<file path="src/rtl/fetch_unit.sv">
// Instruction fetch: PC register, ROM word addressing, 2-entry fetch queue toward decode.
// Latency: ROM word captured at the fetch edge, visible on out_* the following cycle.
// Backpressure: fetch stalls while the queue is full and decode is not popping; redirect overrides all.
module fetch_unit #(
    parameter int              XLEN       = 32,
    parameter int              ADDR_WIDTH = 8,
    parameter logic [XLEN-1:0] RESET_PC   = 32'h0000_0000
) (
    input  logic                  clk,
    input  logic                  rst_n,
    output logic [ADDR_WIDTH-1:0] imem_addr,
    input  logic [XLEN-1:0]       imem_rd,
    input  logic                  redirect_valid,
    input  logic [XLEN-1:0]       redirect_pc,
    output logic                  out_valid,
    input  logic                  out_ready,
    output logic [XLEN-1:0]       out_pc,
    output logic [XLEN-1:0]       out_instr,
    output logic                  out_misaligned
);

    localparam logic [XLEN-1:0] NOP_INSTR = XLEN'(32'h0000_0013);
    localparam logic [XLEN-1:0] PC_STEP   = XLEN'(4);

    typedef struct packed {
        logic [XLEN-1:0] pc;
        logic [XLEN-1:0] instr;
        logic            misaligned;
    } fetch_entry_t;

    typedef enum logic {
        RUN  = 1'b0,
        HALT = 1'b1
    } state_t;

    state_t          state;
    logic [XLEN-1:0] pc;

    // Two-entry fetch queue; head/tail are single-bit pointers that wrap naturally.
    fetch_entry_t    q_mem [2];
    logic            q_head;
    logic            q_tail;
    logic [1:0]      q_count;

    logic            pop;
    logic            push;
    logic            redirect_misaligned;
    fetch_entry_t    q_wr_dat;
    fetch_entry_t    head_dat;

    // The ROM is word addressed; upper PC bits simply wrap around the 256-word array.
    assign imem_addr = pc[ADDR_WIDTH+1:2];

    assign out_valid = (q_count != 2'd0);

    // A redirect squashes any handshake in the same cycle so decode never consumes a stale entry.
    assign pop = out_valid && out_ready && !redirect_valid;

    assign redirect_misaligned = redirect_valid && (redirect_pc[1:0] != 2'b00);

    // A full queue can still accept a fetch when the head leaves in the same cycle.
    assign push = (state == RUN) && !redirect_valid && ((q_count != 2'd2) || pop);

    // Select what gets written into the queue: a fault marker on a bad target, else the fetched word.
    always_comb begin
        q_wr_dat = '0;
        if (redirect_misaligned) begin
            q_wr_dat.pc         = redirect_pc;
            q_wr_dat.instr      = NOP_INSTR;
            q_wr_dat.misaligned = 1'b1;
        end else begin
            q_wr_dat.pc         = pc;
            q_wr_dat.instr      = imem_rd;
            q_wr_dat.misaligned = 1'b0;
        end
    end

    // Present the head entry, forcing zeros whenever the queue is empty.
    always_comb begin
        head_dat = '0;
        if (out_valid) begin
            head_dat = q_mem[q_head];
        end
    end

    assign out_pc         = head_dat.pc;
    assign out_instr      = head_dat.instr;
    assign out_misaligned = head_dat.misaligned;

    // Queue storage and pointers; a redirect flushes and optionally seeds one fault entry.
    always_ff @(posedge clk or negedge rst_n) begin
        if (!rst_n) begin
            q_mem[0] <= '0;
            q_mem[1] <= '0;
            q_head   <= 1'b0;
            q_tail   <= 1'b0;
            q_count  <= 2'd0;
        end else if (redirect_valid) begin
            q_head <= 1'b0;
            if (redirect_misaligned) begin
                q_mem[0] <= q_wr_dat;
                q_tail   <= 1'b1;
                q_count  <= 2'd1;
            end else begin
                q_tail  <= 1'b0;
                q_count <= 2'd0;
            end
        end else begin
            if (push) begin
                q_mem[q_tail] <= q_wr_dat;
                q_tail        <= ~q_tail;
            end
            if (pop) begin
                q_head <= ~q_head;
            end
            if (push && !pop) begin
                q_count <= q_count + 2'd1;
            end else if (pop && !push) begin
                q_count <= q_count - 2'd1;
            end
        end
    end

    // Fetch FSM and PC: redirects take priority, otherwise advance by one word per accepted fetch.
    always_ff @(posedge clk or negedge rst_n) begin
        if (!rst_n) begin
            pc    <= RESET_PC;
            state <= RUN;
        end else if (redirect_valid) begin
            pc    <= redirect_pc;
            state <= redirect_misaligned ? HALT : RUN;
        end else if (push) begin
            pc <= pc + PC_STEP;
        end
    end

endmodule

</file>
<file path="config.mk">
export PLATFORM = sky130hd
export DESIGN_NAME = fetch_unit
export DESIGN_NICKNAME = d
export VERILOG_FILES = /design/src/rtl/fetch_unit.sv
export SDC_FILE = /design/constraint.sdc
export NUM_CORES = 1
export LEC_CHECK = 0
export ABC_AREA = 1
export ABC_CLOCK_PERIOD_IN_PS = 1500
export CAP_MARGIN = 30
export CORE_MARGIN = 5
export CORE_UTILIZATION = 35
export DETAILED_ROUTE_END_ITERATION = 8
export GPL_TIMING_DRIVEN = 0
export REMOVE_ABC_BUFFERS = 1
export SLEW_MARGIN = 20
export SYNTH_ARGS = -nofsm -noshare
export SYNTH_HDL_FRONTEND = slang
export SYNTH_SLANG_ARGS = --single-unit
</file>
<file path="constraint.sdc">
create_clock -name clk -period 1.5 [get_ports clk]
set_input_delay 0.15 -clock clk [delete_from_list [all_inputs] [get_ports clk]]
set_output_delay 0.15 -clock clk [all_outputs]
set_load 0.1 [all_outputs]
</file>
==> report_table.html <==
<table>
<tr><th>Metric</th><th>Value</th></tr>
<tr><th colspan="2">Drt</th></tr>
<tr><td>Pre-Repair DR Iteration Count</td><td>6</td></tr>
<tr><td>Number of nets with antenna violations after routing</td><td>0</td></tr>
<tr><td>Wirelength, routed</td><td>~34,000 um</td></tr>
<tr><td>Routed WL per cell</td><td>~20 um</td></tr>
<tr><td>Detail-routed via count per cell</td><td>~5.2</td></tr>
<tr><td>First-iteration detailed-routing DRC count</td><td>between 900 and 1,000</td></tr>
<tr><td>Number of remaining DRC errors</td><td>0</td></tr>
<tr><td>Total via count after detailed routing</td><td>9,014</td></tr>
<tr><th colspan="2">STA</th></tr>
<tr><td>Final min period</td><td>between 2 and 2.5 ns</td></tr>
<tr><td>Total setup violations reported at the end of the flow</td><td>230</td></tr>
<tr><td>Worst clock skew</td><td>0.01331 ns</td></tr>
<tr><td>Final worst setup slack</td><td>-0.5866 ns</td></tr>
<tr><td>Fin. max-slew vios</td><td>0</td></tr>
<tr><td>Setup repair after global routing missed its margin</td><td>yes</td></tr>
<tr><td>Transition time of the tightest slew-check pin</td><td>slightly above 0.8 ns</td></tr>
<tr><td>Part of the cycle the worst path needs</td><td>139.1%</td></tr>
<tr><td>Headroom to the max-slew limit</td><td>45.79%</td></tr>
<tr><td>Final hold viol count</td><td>0</td></tr>
<tr><td>Setup total negative slack</td><td>-70.73 ns</td></tr>
<tr><td>FMAX</td><td>between 0.4 and 0.5 GHz</td></tr>
<tr><th colspan="2">Worst setup path</th></tr>
<tr><td>Launch point of the worst path</td><td>q_count[1]</td></tr>
<tr><td>Arrival time reported for the critical path endpoint</td><td>approximately 1.9 ns</td></tr>
<tr><td>Type of origin of the critical path</td><td>register</td></tr>
<tr><td>Kind of end point of the critical path</td><td>output port</td></tr>
<tr><td>Classification of the worst setup path</td><td>reg -&gt; out</td></tr>
<tr><td>Worst-path fanout max</td><td>5</td></tr>
<tr><td>RR Startpoint</td><td>q_count[1]</td></tr>
<tr><td>WP data required</td><td>about 1.4 ns</td></tr>
<tr><th colspan="2">Power and ir drop</th></tr>
<tr><td>Power share of the combinational group</td><td>a little under three fifths</td></tr>
<tr><td>Share of power burned in the clock network</td><td>~18%</td></tr>
<tr><td>Share of power burned in registers</td><td>around 25%</td></tr>
<tr><td>Static power due to leakage</td><td>6.320 nW</td></tr>
<tr><td>Total power per unit cell area</td><td>around 1700 nW/um^2</td></tr>
<tr><td>Worst vdd rail ir drop</td><td>~1.3 mV</td></tr>
<tr><td>Switching portion of total power</td><td>around half</td></tr>
<tr><td>Int Pwr</td><td>between 10 and 15 mW</td></tr>
<tr><td>Net switching power</td><td>between 10 and 15 mW</td></tr>
<tr><th colspan="2">Final layout</th></tr>
<tr><td>Number of nets at the end of the flow</td><td>approximately 1,500</td></tr>
<tr><td>Share of the core filled with cells in the final layout</td><td>57.74%</td></tr>
<tr><td>Fill count</td><td>approximately 2,100</td></tr>
<tr><td>Synthesis-to-finish area growth</td><td>62.20%</td></tr>
<tr><td>Number of antenna cells inserted</td><td>0</td></tr>
<tr><td>Fraction of layout instances using a drive strength above 1</td><td>between 20% and 30%</td></tr>
<tr><th colspan="2">Clock network</th></tr>
<tr><td>Total CTS buffers</td><td>17</td></tr>
<tr><td>TritonCTS clock tree</td><td>done</td></tr>
<tr><td>Number of sinks on the clock net</td><td>roughly 170</td></tr>
<tr><td>CTS root buf</td><td>sky130_fd_sc_hd__clkbuf_16</td></tr>
<tr><td>Number of H-tree levels</td><td>4</td></tr>
<tr><td>Clock slew seen by the registers of the worst setup and hold paths</td><td>about 0.08 ns</td></tr>
<tr><td>Clk buf depth</td><td>2</td></tr>
<tr><td>Clock latency at the later pin of the worst-skew pair</td><td>approximately 0.44 ns</td></tr>
<tr><th colspan="2">Floorplan</th></tr>
<tr><td>Die H</td><td>~170 um</td></tr>
<tr><td>Number of core rows</td><td>57</td></tr>
<tr><td>Full die area</td><td>around 28,000 sq um</td></tr>
<tr><td>Initial Utilization</td><td>between 30 and 40%</td></tr>
<tr><td>Standard cell core area</td><td>roughly 24,000 sq um</td></tr>
<tr><td>Die boundary width</td><td>about 170 um</td></tr>
<tr><td>Io pins</td><td>around 140</td></tr>
<tr><th colspan="2">Synthesis</th></tr>
<tr><td>Avg Cell Area, Syn</td><td>~7.4 sq um</td></tr>
<tr><td>Cell types occupying the most area after synthesis</td><td>sky130_fd_sc_hd__dfrtp_1, sky130_fd_sc_hd__nand2_1, sky130_fd_sc_hd__o21ai_0</td></tr>
<tr><td>Cell count after synthesis</td><td>around 1,200</td></tr>
<tr><td>Most frequent cells after synthesis</td><td>sky130_fd_sc_hd__nand2_1, sky130_fd_sc_hd__o21ai_0, sky130_fd_sc_hd__dfrtp_1</td></tr>
<tr><td>Yosys cell types</td><td>30</td></tr>
<tr><td>Share of Yosys cell area claimed by the top area cell type</td><td>between 40% and 50%</td></tr>
<tr><td>Most used flip-flop cell after synthesis</td><td>sky130_fd_sc_hd__dfrtp_1</td></tr>
<tr><td>Cell taking the most area after synthesis</td><td>sky130_fd_sc_hd__dfrtp_1</td></tr>
<tr><td>Fraction of the yosys area taken by sequential cells</td><td>around half</td></tr>
<tr><td>Post-synth EDFFs</td><td>0</td></tr>
<tr><td>Share of flip-flops with an asynchronous set or reset after synthesis</td><td>100.0%</td></tr>
<tr><td>Count of yosys warnings during synthesis</td><td>0</td></tr>
<tr><td>FF+latch count, synth</td><td>167</td></tr>
<tr><td>Most frequent cell after synthesis</td><td>sky130_fd_sc_hd__nand2_1</td></tr>
<tr><td>Post-synthesis cell area</td><td>8682 sq um</td></tr>
<tr><th colspan="2">Global route</th></tr>
<tr><td>GRT overflow</td><td>0</td></tr>
<tr><td>Largest net degree at the start of global routing</td><td>60</td></tr>
<tr><td>GR Util All Layers</td><td>22.75%</td></tr>
<tr><td>Number of global-route vias before repair</td><td>a little under 9,000</td></tr>
<tr><td>Wire length of the first global-routing pass</td><td>~50,000 um</td></tr>
<tr><td>Antenna violations before repair</td><td>1</td></tr>
<tr><th colspan="2">Flow run</th></tr>
<tr><td>MaxCap Viol Count</td><td>0</td></tr>
<tr><th colspan="2">Outcome</th></tr>
<tr><td>Violations in the final reports</td><td>setup timing</td></tr>
<tr><td>Outcome</td><td>finished, violations left</td></tr>
<tr><th colspan="2">Place</th></tr>
<tr><td>DPL Wire Length</td><td>between 15,000 and 20,000 um</td></tr>
<tr><td>Total of buffers placed on input and output ports</td><td>approximately 140</td></tr>
<tr><td>Routability congestion estimate</td><td>between 0.8 and 0.9</td></tr>
<tr><td>Worst slack, placed</td><td>-2.065 ns</td></tr>
<tr><th colspan="2">Worst hold path</th></tr>
<tr><td>Launch instance of the worst min-delay path</td><td>redirect_valid</td></tr>
<tr><td>Hold crit path type</td><td>in -&gt; reg</td></tr>
</table>
## worst max-delay path, stage by stage (launching register included)
cell	delay, ns
sky130_fd_sc_hd__dfrtp_1	0.42
sky130_fd_sc_hd__clkinvlp_4	0.19
sky130_fd_sc_hd__buf_6	0.18
sky130_fd_sc_hd__nand2_8	0.08
sky130_fd_sc_hd__buf_6	0.13
sky130_fd_sc_hd__o21ai_2	0.06
sky130_fd_sc_hd__a21oi_2	0.21
sky130_fd_sc_hd__buf_12	0.21
## logic make-up (layout without fill, tap and decap cells)
| family | after synthesis | in the layout | synth area share [%] |
|---|---|---|---|
| compound gates | 295 | 295 | 17.67 |
| xor+xnor | 11 | 11 | 1.110 |
| fa+ha+maj | 1 | 1 | 0.1441 |
| buf+inv | 204 | 420 | 10.33 |
| flops | 167 | 167 | 48.13 |
| simple gates | 502 | 514 | 22.61 |
## state kept, by name (all words and copies together), names as in the netlist
| name | flops |
|---|---|
| q_mem | 130 |
| state | 1 |
| q_head | 1 |
| q_count | 2 |
| q_tail | 1 |
| pc | 32 |
## what timing repair did
action                                 in CTS  in global routing
pin swaps                                  12                 18
setup endpoints to repair                 239                227
setup buffers                              53                 23
hold buffers                                1                  0
cloned                                     31                 13
gates resized for setup                   708                270
endpoints found under the hold margin      50                  0
## worst paths after layout
| path | to | slack, ns | cells after the start |
|---|---|---|---|
| worst max register to register | q_mem[52] | -0.32 | 12 |
| min in group asynchronous | q_mem[26] | 0.22 | 2 |
| worst min register to register | q_mem[115] | 0.47 | 2 |
| worst min-delay path | pc[4] | 0.17 | 3 |
| worst max-delay path | out_pc[9] | -0.59 | 7 |
| max in group asynchronous | pc[15] | 0.60 | 3 |
## layer usage
| metal | vias to the layer above | GRT usage [%] | share of wire [%] |
|---|---|---|---|
| met5 | - | 0 | 0.015 |
| met3 | 57 | 5.516 | 7.0 |
| met1 | 4360 | 30.72 | 42 |
| li1 | 4221 | - | - |
| met4 | 2 | 5.646 | 2.4 |
| met2 | 374 | 37.05 | 48 |
## cells in the final DEF, fill, tap and decap left out, types with 6 or more instances in the layout
| cell type | instances |
|---|---|
| sky130_fd_sc_hd__nand3_1 | 21 |
| sky130_fd_sc_hd__o21ai_1 | 89 |
| sky130_fd_sc_hd__clkbuf_16 | 28 |
| sky130_fd_sc_hd__dfrtp_1 | 160 |
| sky130_fd_sc_hd__inv_6 | 9 |
| sky130_fd_sc_hd__inv_8 | 6 |
| sky130_fd_sc_hd__nand2_1 | 400 |
| sky130_fd_sc_hd__xor2_1 | 9 |
| sky130_fd_sc_hd__buf_4 | 29 |
| sky130_fd_sc_hd__o21ai_0 | 40 |
| sky130_fd_sc_hd__nor2_2 | 7 |
| sky130_fd_sc_hd__nor2_1 | 43 |
| sky130_fd_sc_hd__a21oi_1 | 16 |
| sky130_fd_sc_hd__nand2_8 | 16 |
| sky130_fd_sc_hd__clkdlybuf4s50_1 | 65 |
| sky130_fd_sc_hd__buf_12 | 64 |
| sky130_fd_sc_hd__inv_1 | 123 |
| sky130_fd_sc_hd__o211ai_1 | 6 |
| sky130_fd_sc_hd__o22ai_1 | 26 |
| sky130_fd_sc_hd__nand2_2 | 11 |
| sky130_fd_sc_hd__a21oi_2 | 51 |
| sky130_fd_sc_hd__o21ai_2 | 56 |
| sky130_fd_sc_hd__buf_6 | 35 |
| sky130_fd_sc_hd__dfrtp_2 | 6 |
| sky130_fd_sc_hd__buf_8 | 20 |
| sky130_fd_sc_hd__buf_16 | 18 |
## final cells by class
| class | count | area, sq um | area share, % |
|---|---|---|---|
| Tap cell | 324 | 405.4 | 2.879 |
| Clock inverter | 14 | 132.6 | 0.9418 |
| Clock buffer | 18 | 429.2 | 3.048 |
| Inverter | 131 | 585.6 | 4.158 |
| Multi-Input combinational cell | 821 | 4509 | 32.02 |
| Timing Repair Buffer | 245 | 3662 | 26.01 |
| Sequential cell | 167 | 4190 | 29.76 |
| Timing Repair inverter | 12 | 167.7 | 1.191 |
## power by group through the flow
stage	Combinational, mW	Sequential, mW	Clock (mW)
finish	14.1	6.13	4.34
floorplan	6.74	6.25	0
global placement	9.04	6.15	0
CTS	12.6	6.02	4.39
global route	14.8	6.23	4.60
detailed placement	9.77	6.11	0
## metrics by stage
step | hold slack [ns] | total power [mW] | instance area, sq um | cells
floorplan | -0.1456 | 12.99 | 8279 | 1107
global placement | 0.4445 | 15.19 | 10100 | 1572
detailed placement | 0.1002 | 15.89 | 10480 | 1586
CTS | 0.1552 | 23.01 | 12910 | 1698
global route | 0.1706 | 25.59 | 14080 | 1732
finish | 0.1691 | 24.61 | 14080 | 1732
Note: power is estimated with default switching activity, not from simulation.
